### config.mk
export PLATFORM = sky130hd
export DESIGN_NAME = vend_sequencer
export DESIGN_NICKNAME = d
export VERILOG_FILES = /design/src/rtl/vend_sequencer.sv
export SDC_FILE = /design/constraint.sdc
export NUM_CORES = 1
export LEC_CHECK = 0
export BUFFER_PORTS_ARGS = -buffer_cell sky130_fd_sc_hd__buf_2
export CAP_MARGIN = 25
export CELL_PAD_IN_SITES_DETAIL_PLACEMENT = 0
export CELL_PAD_IN_SITES_GLOBAL_PLACEMENT = 1
export CORE_AREA = 2 2 71 73
export CTS_CLUSTER_SIZE = 30
export DETAILED_ROUTE_END_ITERATION = 8
export DIE_AREA = 0 0 73 75
export PLACE_DENSITY = 0.75
export SLEW_MARGIN = 30
export SYNTH_ARGS = -nofsm -noshare
export SYNTH_HDL_FRONTEND = slang
export SYNTH_SLANG_ARGS = --single-unit
### constraint.sdc
create_clock -name clock -period 2.9 [get_ports clock]
set_input_delay 0 -clock clock [delete_from_list [all_inputs] [get_ports clock]]
set_output_delay 0 -clock clock [all_outputs]
set_load 0.03 [all_outputs]
### src/rtl/vend_sequencer.sv
// Vending machine transaction sequencer: item select, coin collection,
// vend handshake and nickel-by-nickel change return.
module vend_sequencer #(
  parameter int PRICE1  = 15,
  parameter int PRICE2  = 25,
  parameter int PRICE3  = 30,
  parameter int PRICE4  = 35,
  parameter int TIMEOUT = 255
) (
  input  logic       clock,
  input  logic       reset,
  input  logic [3:0] item_number,
  input  logic       select,
  input  logic       nickel_in,
  input  logic       dime_in,
  input  logic       cancel,
  input  logic       dispense_ack,
  output logic       dispense_req,
  output logic       nickel_out,
  output logic       coin_reject,
  output logic [5:0] credit,
  output logic       busy
);

  localparam int TW = (TIMEOUT < 2) ? 1 : $clog2(TIMEOUT + 1);
  localparam logic [TW-1:0] TMO_MAX = TW'(TIMEOUT);

  typedef enum logic [1:0] {S_IDLE, S_COLLECT, S_VEND, S_CHANGE} state_t;

  state_t          r_state;
  logic [5:0]      r_credit;
  logic [5:0]      r_price;
  logic [TW-1:0]   r_tmo;
  logic            r_dispense_req;
  logic            r_nickel_out;
  logic            r_coin_reject;
  logic            r_busy;

  state_t          w_state_nxt;
  logic [5:0]      w_credit_nxt;
  logic [5:0]      w_price_nxt;
  logic [TW-1:0]   w_tmo_nxt;
  logic            w_reject;
  logic            w_nickel;
  logic            w_onehot;
  logic [5:0]      w_sel_price;
  logic            w_any_coin;

  assign w_any_coin = nickel_in | dime_in;

  // Decode the one-hot item select into its price; anything else is invalid.
  always_comb begin
    w_onehot    = 1'b1;
    w_sel_price = 6'd0;
    case (item_number)
      4'b0001: w_sel_price = 6'(PRICE1);
      4'b0010: w_sel_price = 6'(PRICE2);
      4'b0100: w_sel_price = 6'(PRICE3);
      4'b1000: w_sel_price = 6'(PRICE4);
      default: w_onehot    = 1'b0;
    endcase
  end

  // Next-state, credit bookkeeping and the pulse outputs for the next cycle.
  always_comb begin
    w_state_nxt  = r_state;
    w_credit_nxt = r_credit;
    w_price_nxt  = r_price;
    w_tmo_nxt    = r_tmo;
    w_reject     = 1'b0;
    w_nickel     = 1'b0;
    case (r_state)
      S_IDLE: begin
        w_reject = w_any_coin;
        if (select && w_onehot) begin
          w_price_nxt = w_sel_price;
          w_tmo_nxt   = '0;
          w_state_nxt = S_COLLECT;
        end
      end
      S_COLLECT: begin
        if (cancel) begin
          // Cancel wins over a coin in the same cycle; refund the full credit.
          w_reject    = w_any_coin;
          w_state_nxt = S_CHANGE;
        end else if (r_credit >= r_price) begin
          // Enough money already: refuse further coins so credit stays <= price+5.
          w_reject    = w_any_coin;
          w_state_nxt = S_VEND;
        end else if (nickel_in) begin
          w_credit_nxt = r_credit + 6'd5;
          w_reject     = dime_in;
          w_tmo_nxt    = '0;
        end else if (dime_in) begin
          w_credit_nxt = r_credit + 6'd10;
          w_tmo_nxt    = '0;
        end else if (r_tmo == TMO_MAX) begin
          w_state_nxt = S_CHANGE;
        end else begin
          w_tmo_nxt = r_tmo + 1'b1;
        end
      end
      S_VEND: begin
        w_reject = w_any_coin;
        if (dispense_ack) begin
          w_credit_nxt = r_credit - r_price;
          w_state_nxt  = S_CHANGE;
        end
      end
      S_CHANGE: begin
        w_reject = w_any_coin;
        if (r_credit >= 6'd5) begin
          w_credit_nxt = r_credit - 6'd5;
          w_nickel     = 1'b1;
        end else begin
          w_credit_nxt = 6'd0;
          w_state_nxt  = S_IDLE;
        end
      end
      default: w_state_nxt = S_IDLE;
    endcase
  end

  // State and registered outputs; reset discards any credit without refund.
  always_ff @(posedge clock) begin
    if (reset) begin
      r_state        <= S_IDLE;
      r_credit       <= 6'd0;
      r_price        <= 6'd0;
      r_tmo          <= '0;
      r_dispense_req <= 1'b0;
      r_nickel_out   <= 1'b0;
      r_coin_reject  <= 1'b0;
      r_busy         <= 1'b0;
    end else begin
      r_state        <= w_state_nxt;
      r_credit       <= w_credit_nxt;
      r_price        <= w_price_nxt;
      r_tmo          <= w_tmo_nxt;
      r_dispense_req <= (w_state_nxt == S_VEND);
      r_nickel_out   <= w_nickel;
      r_coin_reject  <= w_reject;
      r_busy         <= (w_state_nxt != S_IDLE);
    end
  end

  assign dispense_req = r_dispense_req;
  assign nickel_out   = r_nickel_out;
  assign coin_reject  = r_coin_reject;
  assign credit       = r_credit;
  assign busy         = r_busy;

endmodule

==> results.json, run 1 <==
{
  "diodes": 0,
  "synth_edf_count": 0,
  "synth-async-reset-ratio": 0,
  "grt_pass1_wl_microns": 8110,
  "clk_pin_slew_ps": 100,
  "cp.required_ps": 3120,
  "cts.root.buffer_cell": "clkbuf_8",
  "area.growth.synth_to_final_pct": 8.79,
  "switching_power_uw": 595,
  "cts_tree": "done",
  "crit_type": "reg -> reg",
  "fillCellCount": 481,
  "ant_nets": 0,
  "seq_area_frac_synth": 0.263,
  "grt.busiest_layer": "met2",
  "fin_setup_tns_ps": 0,
  "fin_nets": 291,
  "pin_count": 21,
  "mostFrequentLayoutCells": "dfxtp_1 (26), a21oi_1 (25), nor2_1 (23)",
  "clockPowerShare": 0.218,
  "powerDensity_nw_per_um2": 669,
  "hold_viol_final": 0,
  "h-tree-depth": 1,
  "clock_sinks": 26,
  "p_sw_frac": 0.413,
  "cap_viol_max_count": 0,
  "p_leak_uw": 0.000881,
  "hold_buffers": 0,
  "die_area_sq_um": 5480,
  "vdd_ir_drop_max_uv": 296,
  "dr.pass1.iters": 4,
  "fin_cells": 319,
  "grt_antenna_before_repair": 0,
  "globalplace.congestion": 0.815,
  "power_uw": 1440,
  "hp-class": "in -> reg",
  "syn_area_per_cell_sq_um": 7.91,
  "grt-ovfl-total": 0,
  "numCtsBuffers": 3,
  "vias": 1815,
  "arrival_ps": 2750,
  "rows": 25,
  "io_buffers": 20,
  "critical_path.max_fanout": 7,
  "syn_area_sq_um": 1980,
  "slew_viol_final": 0,
  "p_int_uw": 844,
  "gr-usage-met1": 0.248,
  "viasPerCell": 5.69,
  "clockBufferDepth": 2,
  "grt_max_degree": 22,
  "tightest_slew_ps": 568,
  "slew_headroom": 0.612,
  "layout_commonest_cell": "dfxtp_1",
  "placed_cells": 315,
  "r2r_cells": 9,
  "final.setup_skew_ps": 5.13,
  "ys.flop_type": "dfxtp_1",
  "end_kind": "flip-flop",
  "dieHeight_microns": 75,
  "seqPwrFrac": 0.316,
  "post-cts-setup-buffers": 0,
  "grt_usage": 0.193,
  "drt_wl_total_microns": 4750,
  "wl_per_cell_microns": 14.9,
  "start_util": 0.424,
  "die_w_microns": 73,
  "ctsResizeCount": 0,
  "drc": 0,
  "synth.distinct_cells": 60,
  "clk-insertion-delay-late_ps": 280,
  "min_path_cells": 3,
  "drt-initial-drc-count": 80,
  "fin_crit_sh": 0.874,
  "core_area_sq_um": 4660,
  "met2_usage": 0.330,
  "gr-usage-met3": 0.0228,
  "grt_setup_unrepaired": "false",
  "drive_gt1_frac": 0.151,
  "ys_ff_latch": 26,
  "final_util": 0.462,
  "fin_crit_ps": 2530,
  "hpwl_microns": 3650,
  "yosysWarnings": 0,
  "netlist_instances": 250,
  "cp-start-kind": "flip-flop",
  "finalSetupViolCount": 0,
  "synthesis.nets": 275,
  "first_global_vias": 1728,
  "fmax_mhz": 395,
  "power_frac_comb": 0.466,
  "status": "finished clean"
}
==> synthesized netlist by cell type, drive strengths merged, types with 2 or more instances <==
library cell	instances	area, sq um
a21oi	26	134
dfxtp	26	521
nor2	24	97.6
inv	18	67.6
o21ai	18	90.1
nand2	16	65.1
ha	13	163
nor2b	8	50.1
a211oi	7	57.6
clkbuf	7	47.5
a21o	6	45.0
a31oi	6	37.5
nand3	6	30.0
or3	6	42.5
nor3	5	25.0
and2	4	25.0
and3	4	26.3
buf	4	32.5
nand2b	3	18.8
nand4	3	18.8
nor4	3	18.8
xor2	3	26.3
a2111oi	2	17.5
a31o	2	26.3
nor3b	2	15.0
nor4b	2	38.8
o211ai	2	15.0
o21a	2	15.0
xnor2	2	17.5
==> through the flow <==
stage	instance area (sq um)	worst slack [ps]	hold slack [ps]
2_1_floorplan	1980	341	135
3_3_place_gp	2080	444	366
3_5_place_dp	2080	380	368
4_1_cts	2150	347	72.2
5_1_grt	2150	92.3	105
6_report	2150	365	74.4
==> registers in the layout (all words and copies together), names as in the netlist <==
name          cells
r_price           6
r_tmo             8
busy              1
coin_reject       1
dispense_req      1
r_state           2
credit            6
nickel_out        1
==> layer usage <==
metal  share of wire  vias to the layer above
li1                -                      944
met1            0.46                      835
met2            0.49                       31
met3           0.032                        5
met4           0.015                        0
met5               0                        -
==> critical path: stages, from the launching register on <==
cell       delay (ps)
dfxtp_1           450
inv_1             120
ha_1              230
fa_1              400
nand2b_1          170
o2bb2ai_1         200
a31o_4            300
a21oi_2           200
nand2_1           190
a31oi_1           190
==> path summary, 6_finish.rpt <==
path	from	to	slack [ps]
setup / recovery	credit[0]	r_tmo[4]	370
hold / removal	item_number[0]	r_price[2]	70
setup reg to reg	credit[0]	r_tmo[4]	370
hold reg to reg	r_price[4]	r_price[4]	460
==> cell type report <==
type | instances | area [sq um] | area share
clock inverter | 1 | 30.0 | 0.0140
inverter | 18 | 67.6 | 0.0314
tap | 54 | 67.6 | 0.0314
multi-input combinational | 195 | 1310 | 0.609
sequential | 26 | 520 | 0.242
timing repair buffer | 22 | 115 | 0.0535
clock buffer | 3 | 41.3 | 0.0192
==> power by group through the flow <==
stage          clock network, uW  logic (uW)  registers [uW]
6_report                     314         671             454
4_1_cts                      321         673             454
5_1_grt                      338         754             464
3_3_place_gp                   0         676             461
2_1_floorplan                  0         487             490
3_5_place_dp                   0         669             463
==> logic make-up after synthesis <==
logic type                 after synthesis  synth area share
AOI/OAI and AO/OA                       84             0.280
adders and majority gates               15            0.0974
xor gates and xnor gates                 5            0.0221
DFF                                     26             0.263
buffers and inverters                   29            0.0746
muxes                                    1           0.00569
and+or+nand+nor                         90             0.257
Note: power is estimated with default switching activity, not from simulation.
==> run 2: changes to the inputs <==
--- a/config.mk
+++ b/config.mk
@@ -13,6 +13,7 @@
 export CTS_CLUSTER_SIZE = 30
 export DETAILED_ROUTE_END_ITERATION = 8
 export DIE_AREA = 0 0 73 75
+export HOLD_SLACK_MARGIN = 0.1
 export PLACE_DENSITY = 0.75
 export SLEW_MARGIN = 30
 export SYNTH_ARGS = -nofsm -noshare
==> results.json, run 2 (synthesized netlist as in run 1, its figures left out) <==
{
  "min_path_cells": 3,
  "arrival_ps": 2750,
  "clock_sinks": 26,
  "fmax_mhz": 395,
  "stdcell_area_sq_um": 2180,
  "fin_cells": 322,
  "h-tree-depth": 1,
  "largest_reg_flops": 8,
  "cts_tree": "done",
  "r2r_end": "r_tmo[4]",
  "hold_viol_final": 0,
  "die_area_sq_um": 5480,
  "fillCellCount": 479,
  "drc": 0,
  "multi_input_area_sq_um": 1310,
  "grt_pass1_wl_microns": 8130,
  "layout_commonest_cell": "dfxtp_1",
  "critPathSlowestCell": "dfxtp_1",
  "numCtsBuffers": 3,
  "r2r_slack_ps": 370,
  "fin_crit_ps": 2530,
  "clk-insertion-delay-late_ps": 280,
  "p_leak_uw": 0.000893,
  "post-place-ws_ps": 380,
  "clk_pin_slew_ps": 100,
  "io_buffers": 20,
  "mostFrequentLayoutCells": "dfxtp_1 (26), a21oi_1 (25), nor2_1 (23)",
  "core_area_sq_um": 4660,
  "vdd_ir_drop_max_uv": 296,
  "end_kind": "flip-flop",
  "wl_per_cell_microns": 14.8,
  "slew_headroom": 0.611,
  "drt-initial-drc-count": 89,
  "area.growth.synth_to_final_pct": 10.3,
  "cap_viol_max_count": 0,
  "rows": 25,
  "hpwl_microns": 3650,
  "viasPerCell": 5.66,
  "regArea_sq_um": 520,
  "post-cts-setup-buffers": 0,
  "hp-class": "in -> reg",
  "critPathMaxStageDelay_ps": 450,
  "crit_type": "reg -> reg",
  "fin_setup_tns_ps": 0,
  "final.setup.worst_slack_ps": 366,
  "fin_crit_sh": 0.874,
  "fin_nets": 294,
  "r2r_cells": 9,
  "grt_antenna_before_repair": 0,
  "status": "finished clean",
  "finalSetupViolCount": 0,
  "die_w_microns": 73,
  "crit_chain": "inv_1 > ha_1 > fa_1 > nand2b_1 > o2bb2ai_1 > a31o_4 > a21oi_2 > nand2_1 > a31oi_1",
  "hold_path_end": "r_price[2]",
  "drive_gt1_frac": 0.149,
  "placed_cells": 315,
  "cp.required_ps": 3120,
  "critical_path.max_fanout": 7,
  "final_util": 0.468,
  "slew_viol_final": 0,
  "grt_setup_unrepaired": "false",
  "tightest_slew_ps": 569,
  "cts.root.buffer_cell": "clkbuf_8",
  "final.setup_skew_ps": 5.18,
  "post_dp_cell_area_sq_um": 2080,
  "diodes": 0,
  "ant_nets": 0,
  "globalplace.congestion": 0.815,
  "hold_start": "item_number[2]",
  "ctsResizeCount": 0,
  "vias": 1821,
  "pin_count": 21,
  "clockBufferDepth": 2,
  "grt_max_degree": 22,
  "drt_wl_total_microns": 4770,
  "powerDensity_nw_per_um2": 661,
  "timing.rr.start": "credit[0]",
  "cp-start-kind": "flip-flop",
  "dieHeight_microns": 75,
  "start_util": 0.424,
  "largest-register": "r_tmo",
  "dr.pass1.iters": 4,
  "first_global_vias": 1735,
  "grt_usage": 0.194,
  "grt-ovfl-total": 0
}
==> run 2: cell count changes in the layout (fill, tap and decap cells not counted), sizes merged <==
cell / previous run / this run
dlygate4sd3: 0 / 3
==> run 2: critical path: cells and delay by family, from the launching register on <==
kind                     cells  cell delay, ps
AND/OR/NAND/NOR              2             360
AO/OA/AOI/OAI                4             890
buffers and inverters        1             120
adder cells (fa/ha/maj)      2             630
flip-flops                   1             450
==> run 2: metal layers <==
| metal | up-vias | GRT usage | wire length (microns) |
|---|---|---|---|
| li1 | 949 | - | - |
| met1 | 833 | 0.248 | 2290 |
| met2 | 32 | 0.331 | 2280 |
| met3 | 7 | 0.0228 | 117 |
| met4 | 0 | 0.0802 | 84 |
| met5 | - | 0 | 0 |
==> run 2: per-stage QoR <==
| stage | power (uW) | hold slack (ps) |
|---|---|---|
| 2_1_floorplan | 977 | 135 |
| 3_3_place_gp | 1140 | 366 |
| 3_5_place_dp | 1130 | 368 |
| 4_1_cts | 1450 | 116 |
| 5_1_grt | 1560 | 141 |
| 6_report | 1440 | 120 |
==> run 2: area by class of cell <==
class                   count  area share
clock buffers               3      0.0189
inverters                  18      0.0310
clock inverters             1      0.0138
well taps                  54      0.0310
multi-input cells         195       0.600
flip-flops and latches     26       0.239
repair buffers             25      0.0665
==> run 2: how the worst max path moves through the flow <==
stage,startpoint,end,cells after the start
after floorplan,credit[0],r_tmo[6],10
after global placement,credit[0],r_tmo[5],9
after detailed placement,credit[0],r_tmo[3],9
after CTS,credit[0],r_tmo[3],9
after global routing,credit[0],r_tmo[5],9
final,credit[0],r_tmo[4],9
==> run 2: report_power, final <==
group / switching [uW] / internal [uW]
logic: 408 / 265
registers: 58.2 / 396
clock network: 129 / 185
==> run 2: timing repair <==
action                                  CTS  global route
hold buffers                              3             0
endpoints found under the setup margin    0             0
endpoints found under the hold margin     3             0
